===== src/rtl/flappy_pkg.sv =====
// Shared types and constants for the flappy playfield blocks.
// The playfield is COLS columns of ROWS bits each; column 0 is the leftmost.
package flappy_pkg;

  localparam int ROWS = 16;
  localparam int COLS = 16;

  typedef logic [ROWS-1:0] column_t;

  localparam column_t EMPTY_COL = 16'h0000;

  typedef enum logic [2:0] {
    WAIT,
    REQ,
    LOAD,
    SHIFT,
    HALT
  } scroller_state_t;

  // Score counter that sticks at its maximum instead of wrapping.
  function automatic logic [7:0] satInc8(input logic [7:0] value);
    return (value == 8'hFF) ? value : value + 8'd1;
  endfunction

endpackage


===== src/rtl/scroll_divider.sv =====
// Scroll-rate divider: counts enabled cycles and pulses tick on the last one.
// tick is combinational so the FSM can leave WAIT on the same edge the count wraps.
module scroll_divider #(
  parameter int SCROLL_DIV = 12500000
) (
  input  logic clk,
  input  logic reset,
  input  logic enable,
  input  logic clr,
  output logic tick
);

  localparam int CW = (SCROLL_DIV > 2) ? $clog2(SCROLL_DIV) : 1;
  localparam logic [CW-1:0] LAST = CW'(SCROLL_DIV - 1);

  logic [CW-1:0] r_count;

  assign tick = enable && (r_count == LAST);

  always_ff @(posedge clk or negedge reset) begin
    if (!reset) begin
      r_count <= '0;
    end else if (clr || tick) begin
      r_count <= '0;
    end else if (enable) begin
      r_count <= r_count + CW'(1);
    end
  end

endmodule


===== src/rtl/pipe_scroller.sv =====
// Scrolling 16x16 playfield: requests pipe columns, shifts them left,
// serves rows to the LED driver and tracks collision and score.
module pipe_scroller
  import flappy_pkg::*;
#(
  parameter int SCROLL_DIV   = 12500000,
  parameter int PIPE_SPACING = 4,
  parameter int BIRD_COL     = 3
) (
  input  logic        clk,
  input  logic        reset,
  input  logic        enable,
  output logic        activateMake,
  input  logic [15:0] newPipe,
  input  logic [3:0]  rowSel,
  output logic [15:0] rowData,
  input  logic [3:0]  birdRow,
  output logic        collision,
  output logic [7:0]  score
);

  localparam int SPACE_W = (PIPE_SPACING > 2) ? $clog2(PIPE_SPACING) : 1;
  localparam logic [SPACE_W-1:0] SPACE_LAST = SPACE_W'(PIPE_SPACING - 1);

  scroller_state_t     r_state;
  scroller_state_t     w_nextState;
  column_t             r_col [COLS];
  logic [SPACE_W-1:0]  r_spaceCnt;
  logic                r_collision;
  logic [7:0]          r_score;

  logic                w_inWait;
  logic                w_tick;
  logic                w_hit;
  logic                w_doShift;
  logic                w_birdColBusy;
  column_t             w_insert;
  column_t             w_birdCol;

  assign w_inWait      = (r_state == WAIT);
  assign w_birdCol     = r_col[BIRD_COL];
  assign w_birdColBusy = (w_birdCol != EMPTY_COL);
  // HALT never re-evaluates the hit; everything is frozen there anyway.
  assign w_hit         = (r_state != HALT) && w_birdCol[birdRow];
  assign w_doShift     = ((r_state == LOAD) || (r_state == SHIFT)) && !w_hit;
  assign w_insert      = (r_state == LOAD) ? column_t'(newPipe) : EMPTY_COL;

  scroll_divider #(
    .SCROLL_DIV(SCROLL_DIV)
  ) u_divider (
    .clk    (clk),
    .reset  (reset),
    .enable (enable && w_inWait),
    .clr    (!w_inWait),
    .tick   (w_tick)
  );

  always_ff @(posedge clk or negedge reset) begin
    if (!reset) begin
      r_state <= WAIT;
    end else begin
      r_state <= w_nextState;
    end
  end

  always_comb begin
    w_nextState = r_state;
    unique case (r_state)
      WAIT:  if (w_tick) w_nextState = (r_spaceCnt == '0) ? REQ : SHIFT;
      REQ:   w_nextState = LOAD;
      LOAD:  w_nextState = WAIT;
      SHIFT: w_nextState = WAIT;
      HALT:  w_nextState = HALT;
      default: w_nextState = WAIT;
    endcase
    if (w_hit) begin
      w_nextState = HALT;
    end
  end

  // Driven straight from the state so a reset pulse drops it immediately.
  assign activateMake = (r_state == REQ);

  always_ff @(posedge clk or negedge reset) begin
    if (!reset) begin
      for (int i = 0; i < COLS; i++) begin
        r_col[i] <= EMPTY_COL;
      end
    end else if (w_doShift) begin
      for (int i = 0; i < COLS - 1; i++) begin
        r_col[i] <= r_col[i+1];
      end
      r_col[COLS-1] <= w_insert;
    end
  end

  always_ff @(posedge clk or negedge reset) begin
    if (!reset) begin
      r_spaceCnt <= '0;
    end else if (w_doShift) begin
      r_spaceCnt <= (r_spaceCnt == SPACE_LAST) ? '0 : r_spaceCnt + SPACE_W'(1);
    end
  end

  always_ff @(posedge clk or negedge reset) begin
    if (!reset) begin
      r_collision <= 1'b0;
      r_score     <= 8'h00;
    end else begin
      if (w_hit) begin
        r_collision <= 1'b1;
      end
      // A pipe scrolling out of the bird column counts as passed.
      if (w_doShift && w_birdColBusy) begin
        r_score <= satInc8(r_score);
      end
    end
  end

  assign collision = r_collision;
  assign score     = r_score;

  always_comb begin
    rowData = '0;
    for (int c = 0; c < COLS; c++) begin
      rowData[c] = r_col[c][rowSel];
    end
  end

endmodule


===== config.mk =====
export PLATFORM = sky130hd
export DESIGN_NAME = pipe_scroller
export DESIGN_NICKNAME = d
export VERILOG_FILES = /design/src/rtl/flappy_pkg.sv /design/src/rtl/scroll_divider.sv /design/src/rtl/pipe_scroller.sv
export SDC_FILE = /design/constraint.sdc
export NUM_CORES = 1
export LEC_CHECK = 0
export BUFFER_PORTS_ARGS = -buffer_cell sky130_fd_sc_hd__buf_2
export CAP_MARGIN = 25
export CORE_AREA = 2 2 162 164
export DETAILED_ROUTE_END_ITERATION = 10
export DIE_AREA = 0 0 164 166
export PLACE_DENSITY = 0.73
export SLEW_MARGIN = 10
export SYNTH_ARGS = -nofsm -noshare
export SYNTH_HDL_FRONTEND = slang
export SYNTH_HIERARCHICAL = 1
export SYNTH_SLANG_ARGS = --single-unit

===== constraint.sdc =====
create_clock -name clk -period 2.9 [get_ports clk]
set_input_delay 0.145 -clock clk [delete_from_list [all_inputs] [get_ports clk]]
set_output_delay 0.145 -clock clk [all_outputs]
set_load 0.02 [all_outputs]

==> qor.yml, run 1 <==
detailed_routing:
  first_iter_violations: 454
  wirelength_um: 25200
  drc: 0
  postRouteAntennaNets: 0
  dr.pass1.iters: 4
  wl_per_cell_um: 19.0
  viasPerCell: 5.78
  num_vias: 7655
floorplanning:
  core_area_um2: 25600
  die_area_um2: 27200
  die_h_um: 166
  ios: 53
  die_w_um: 164
  start_util: 0.539
  rows: 59
synth:
  syn_inst: 901
  synthMostInstantiatedCell: "dfrtp_1"
  syn_nets: 932
  synth_fa_ha_area_frac: 0.00362
  synth_edf_count: 0
  ys_seq_area_frac: 0.533
  synth_top_area_frac: 0.533
  synthArstFlopShare: 1.00
  synth-main-ff-cell: "dfrtp_1"
  synth_area_leaders: "dfrtp_1 (53%), mux2_2 (18%), mux4_2 (13%)"
  synthSimpleGateAreaFrac: 0.0607
  synth_xor_area_frac: 0.0101
  synth_cell_types: 48
  synth_top_family_by_area: "multiplexers"
  syn_area_per_cell_um2: 15.3
  synth-seq-cells: 294
  yosysTopAreaCell: "dfrtp_1"
  muxShareOfSynthArea: 0.337
  syn_area_um2: 13800
  ys_warn_count: 6
  netlist_top_cells_count: "dfrtp_1 (294), mux2_2 (223), mux4_2 (81), nand2_1 (32), buf_6 (27)"
  synth_compound_area_frac: 0.0204
grt:
  antenna_found_initial: 0
  grt_pass1_wl_um: 42900
  grt_max_degree: 104
  grt_pass1_vias: 8089
  globalRouteTotalUtil: 0.194
  gr-total-overflow: 0
sta:
  setup_ws_ps: 332
  fin_crit_sh: 0.886
  worst_slew_margin_rel: 0.443
  finalSetupViolations: 0
  rsz0062_at_grt: "no"
  worst_pin_slew_ps: 835
  maxSlewViolCount: 0
  skew_ps: 20.5
  layout_min_cycle_time_ps: 2570
  max_freq_mhz: 389
  holdWs_ps: 82.0
  hold_violations: 0
  setup_tns_ps: 0
power_and_ir_drop:
  p_sw_mw: 1.70
  p_seq_frac: 0.503
  ir_drop_uv: 450
  comb_power_share: 0.032
  sw_frac_of_total: 0.208
  power_density_nw_per_um2: 525
  clock_power_share: 0.466
  p_int_mw: 6.47
  cellLeakagePower_nw: 7.54
place:
  hpwl_um: 16800
  pre_cts_slack_ps: 371
  dp.cells: 1252
  gp_congestion: 0.776
  numPortBuffers: 52
clock_network:
  cts_resized: 0
  cts-root-buf: "clkbuf_16"
  clock_latency_ps: 550
  htree_levels: 1
  cts.hold.buffers_added: 18
  cts_sinks: 294
  cts_tree: "yes"
  cts_buffer_depth: 3
  cts_setup_buffers: 0
  cts_buffers: 31
  path_clk_slew_ps: 60
critical_path:
  r2r_slack_ps: 330
  cp_max_fo: 51
  path_class: "reg -> reg"
  worstReg2RegStart: "w_birdCol[14]"
  cp-start-kind: "register"
  critPathCaptureType: "register"
  r2r_cells: 7
  critPathRequiredTime_ps: 3320
  reg2reg_to: "r_col[161]"
  cp.arrival_ps: 2990
hold_path:
  min_to: "u_divider/r_count[1]"
  min_path_cells: 4
  min_from: "enable"
  hold_class: "in -> reg"
finish:
  drive_above_1_share: 0.449
  finalCoreUtilization: 0.607
  n_antenna_cell: 0
  finalNonFillerCells: 1324
  fin_nets: 999
  syn_to_final_growth_pct: 12.6
status:
  status: "finished clean"
job:
  maxCapViolations: 0
## layer usage
layer / up-vias / global-route usage / routed length, um
met5: - / 0 / 0
met4: 0 / 0.0450 / 448
met3: 35 / 0.0297 / 889
met2: 107 / 0.301 / 12100
met1: 4009 / 0.292 / 11800
li1: 3504 / - / -
## critical path, cell delays in order (launching register included)
cell     delay [ps]
dfrtp_1         440
mux2i_1         110
mux4_2          520
and4b_1         240
a21oi_4         260
buf_12          200
buf_12          270
mux2_2          370
## cell type report
cell class                      count  area [um2]
Clock buffer                       48         930
Clock inverter                      6        58.8
Fill cell                        1912       10100
Inverter                            6        22.5
Multi-Input combinational cell    542        5970
Sequential cell                   294        7360
Tap cell                          335         419
Timing Repair Buffer               93         788
## power groups by stage
stage,Combinational (mW),Clock [mW],Sequential (mW)
after global routing,0.292,4.05,4.10
after global placement,0.249,0,4.18
after detailed placement,0.253,0,4.18
final,0.260,3.80,4.10
after CTS,0.270,3.89,4.10
after floorplan,0.104,0,4.18
## worst max path at each step
stage | startpoint | end | slack, ps | depth (start not counted)
after floorplan | r_state[0] | u_divider/r_count[3] | 670 | 9
after global placement | w_birdCol[14] | r_col[176] | 410 | 7
after detailed placement | w_birdCol[14] | r_col[161] | 370 | 7
after CTS | w_birdCol[14] | r_col[191] | 340 | 7
after global routing | w_birdCol[14] | r_col[161] | 210 | 7
final | w_birdCol[14] | r_col[161] | 330 | 7
## logic make-up (layout without fill, tap and decap cells)
| family | count (synthesis) | after routing |
|---|---|---|
| mux | 333 | 333 |
| xor+xnor | 16 | 16 |
| compound gates | 48 | 48 |
| flops | 294 | 294 |
| fa+ha+maj | 4 | 4 |
| simple gates | 141 | 141 |
| buf+inv | 65 | 153 |
## through the flow
stage | area (um2) | total power [mW]
2_1_floorplan | 13800 | 4.28
3_3_place_gp | 14400 | 4.43
3_5_place_dp | 14400 | 4.43
4_1_cts | 15500 | 8.26
5_1_grt | 15500 | 8.45
6_report | 15500 | 8.17
## layout by cell type (no fill, tap or decap), types with 3 or more instances in the layout
| cell type | n |
|---|---|
| o21ai_0 | 22 |
| nor4_1 | 8 |
| mux2i_1 | 9 |
| and3_1 | 3 |
| clkbuf_8 | 9 |
| clkinv_2 | 4 |
| or4_1 | 3 |
| mux2_2 | 223 |
| buf_12 | 13 |
| buf_2 | 50 |
| dlygate4sd3_1 | 18 |
| nor2_2 | 10 |
| dfrtp_1 | 294 |
| buf_4 | 11 |
| or3_1 | 9 |
| xor2_1 | 14 |
| ha_1 | 4 |
| mux2_1 | 20 |
| clkbuf_16 | 31 |
| a21oi_1 | 14 |
| nand3_1 | 12 |
| o31ai_1 | 3 |
| nand2_1 | 32 |
| nor2_1 | 8 |
| inv_1 | 6 |
| o21ai_1 | 4 |
| clkbuf_1 | 8 |
| nand4_1 | 12 |
| mux4_2 | 81 |
| nor4b_1 | 4 |
| nor3_1 | 5 |
| nand2b_1 | 16 |
| nor3b_1 | 3 |
## flip-flops by register name (all words and copies together) (netlist names)
| signal | count |
|---|---|
| r_col | 240 |
| r_state | 3 |
| collision | 1 |
| score | 8 |
| w_birdCol | 16 |
| u_divider/r_count | 24 |
| r_spaceCnt | 2 |
Power figures use the tool's default switching activity.
==> run 2: changes to the inputs <==
--- a/config.mk
+++ b/config.mk
@@ -9,5 +9,5 @@
 export CAP_MARGIN = 25
-export CORE_AREA = 2 2 162 164
+export CORE_AREA = 3 3 163 165
 export DETAILED_ROUTE_END_ITERATION = 10
-export DIE_AREA = 0 0 164 166
+export DIE_AREA = 0 0 166 168
 export PLACE_DENSITY = 0.73
==> constraint.sdc (replaced) <==
create_clock -name clk -period 2.9 [get_ports clk]
set_input_delay 0.435 -clock clk [delete_from_list [all_inputs] [get_ports clk]]
set_output_delay 0.435 -clock clk [all_outputs]
set_load 0.02 [all_outputs]
==> run 2 against run 1 <==
Clock skew is 0.83 ps higher. Critical path depth is 2 lower. First-iteration DRC count is 0.66% lower. Final area is 0.35% higher. Combinational power is 5% lower. Total power is 8.3% higher. Routed wire length hardly changed. Die area is 2.4% higher. Non-clock buffer count is 13 lower. Sequential share of layout area is 0.16 points lower. Via count is 0.61% lower. Critical path type is now in -> out. Largest cell class unchanged. Count of clock-buffer cells in the layout is 8 lower.
==> qor.yml, run 2 (synthesis results as in run 1) <==
status:
  status: "finished clean"
grt:
  gr-total-overflow: 0
  grt_pass1_vias: 8020
  grt_max_degree: 67
  antenna_found_initial: 0
  grt_pass1_wl_um: 42500
  globalRouteTotalUtil: 0.184
sta:
  hold_violations: 0
  rsz0062_at_grt: "no"
  fin_crit_sh: 0.897
  holdWs_ps: 111
  max_freq_mhz: 384
  setup_tns_ps: 0
  skew_ps: 21.4
  layout_min_cycle_time_ps: 2600
  worst_pin_slew_ps: 680
  setup_ws_ps: 299
  worst_slew_margin_rel: 0.547
  finalSetupViolations: 0
  maxSlewViolCount: 0
floorplanning:
  die_w_um: 166
  rows: 58
  die_h_um: 168
  core_area_um2: 25200
  ios: 53
  start_util: 0.548
  die_area_um2: 27900
clock_network:
  path_clk_slew_ps: 60
  clock_latency_ps: 560
  cts_buffers: 31
  cts_sinks: 294
  cts_tree: "yes"
  htree_levels: 1
  cts_buffer_depth: 3
  cts_resized: 0
  cts-root-buf: "clkbuf_16"
critical_path:
  cp-start-kind: "input port"
  path_delay_family: "multiplexers"
  reg2reg_to: "u_divider/r_count[16]"
  critPathRequiredTime_ps: 2470
  path_cells: "buf_4, buf_12, mux4_2, mux4_2, buf_2"
  max_stage_delay_ps: 570
  r2r_slack_ps: 390
  critPathCaptureType: "output port"
  cp_max_fo: 17
  path_class: "in -> out"
  cp.arrival_ps: 2170
  slowest_stage: "mux4_2"
  timing.critical_path.buf_inv: 3
  r2r_cells: 7
  cpMostUsedCell: "mux4_2"
  worstReg2RegStart: "r_state[1]"
finish:
  n_antenna_cell: 0
  largest_reg_flops: 240
  drive_above_1_share: 0.465
  fill_cells: 1852
  multi_input_area_um2: 5970
  final-seq-area_um2: 7360
  final_common_cell: "dfrtp_1"
  regMostFlops: "r_col"
  syn_to_final_growth_pct: 13.0
  fin_nets: 986
  finalCoreUtilization: 0.619
  final_cell_mix: "dfrtp_1 (294), mux2_2 (223), mux4_2 (81)"
hold_path:
  min_from: "newPipe[14]"
  min_to: "r_col[14]"
  min_path_cells: 3
  hold_class: "in -> reg"
power_and_ir_drop:
  p_sw_mw: 1.76
  clock_power_share: 0.508
  comb_power_share: 0.028
  power_density_nw_per_um2: 567
  p_seq_frac: 0.464
  cellLeakagePower_nw: 7.57
  p_int_mw: 7.08
  ir_drop_uv: 475
  sw_frac_of_total: 0.199
job:
  maxCapViolations: 0
detailed_routing:
  dr.pass1.iters: 4
  drc: 0
  postRouteAntennaNets: 0
  first_iter_violations: 451
  num_vias: 7608
  wl_per_cell_um: 19.2
  viasPerCell: 5.81
  wirelength_um: 25200
place:
  gp_congestion: 0.796
  pre_cts_slack_ps: 229
  numPortBuffers: 52
  hpwl_um: 17200
==> run 2: worst reg2reg max path, delay by kind of cell, from the launching register on <==
family | cells | cell delay, ps
AO/OA/AOI/OAI | 1 | 150
buffers and inverters | 1 | 170
flip-flops | 1 | 440
AND/OR/NAND/NOR | 5 | 1680
==> run 2: timing repair <==
action,4_1_cts,5_1_grt
endpoints found under the setup margin,0,0
hold buffers,1,0
setup buffers,0,0
hold endpoints to repair,60,0
==> run 2: final cells by class <==
type | count | area share
Clock inverter | 18 | 0.0211
Timing Repair Buffer | 80 | 0.0416
Inverter | 6 | 0.00144
Sequential cell | 294 | 0.472
Multi-Input combinational cell | 542 | 0.383
Clock buffer | 40 | 0.0551
Tap cell | 330 | 0.0265
==> run 2: power groups by stage <==
stage / Clock (mW) / Sequential [mW] / Combinational (mW)
2_1_floorplan: 0 / 4.18 / 0.104
3_3_place_gp: 0 / 4.18 / 0.255
3_5_place_dp: 0 / 4.18 / 0.257
4_1_cts: 4.60 / 4.10 / 0.258
5_1_grt: 4.79 / 4.10 / 0.277
6_report: 4.49 / 4.10 / 0.247
==> run 2: worst max-delay path by stage <==
stage,slack (ps),start,end,depth (start not counted)
6_report,300,rowSel[0],rowData[1],5
4_1_cts,260,rowSel[0],rowData[13],5
2_1_floorplan,180,rowSel[0],rowData[3],4
3_5_place_dp,230,birdRow[2],r_col[110],8
5_1_grt,180,r_state[1],r_state[1],7
3_3_place_gp,270,rowSel[0],rowData[13],5
==> run 2: stage by stage <==
step	power [mW]	std cells	instance area [um2]
finish	8.84	1310	15600
global placement	4.43	1251	14400
CTS	8.96	1310	15600
detailed placement	4.44	1251	14400
floorplan	4.28	901	13800
global route	9.17	1310	15600
==> run 2: metal layers <==
layer / GRT usage / routed length, um / up-vias
li1: - / - / 3504
met1: 0.269 / 11900 / 3970
met2: 0.297 / 12000 / 97
met3: 0.0258 / 791 / 37
met4: 0.0427 / 457 / 0
met5: 0 / 0 / -
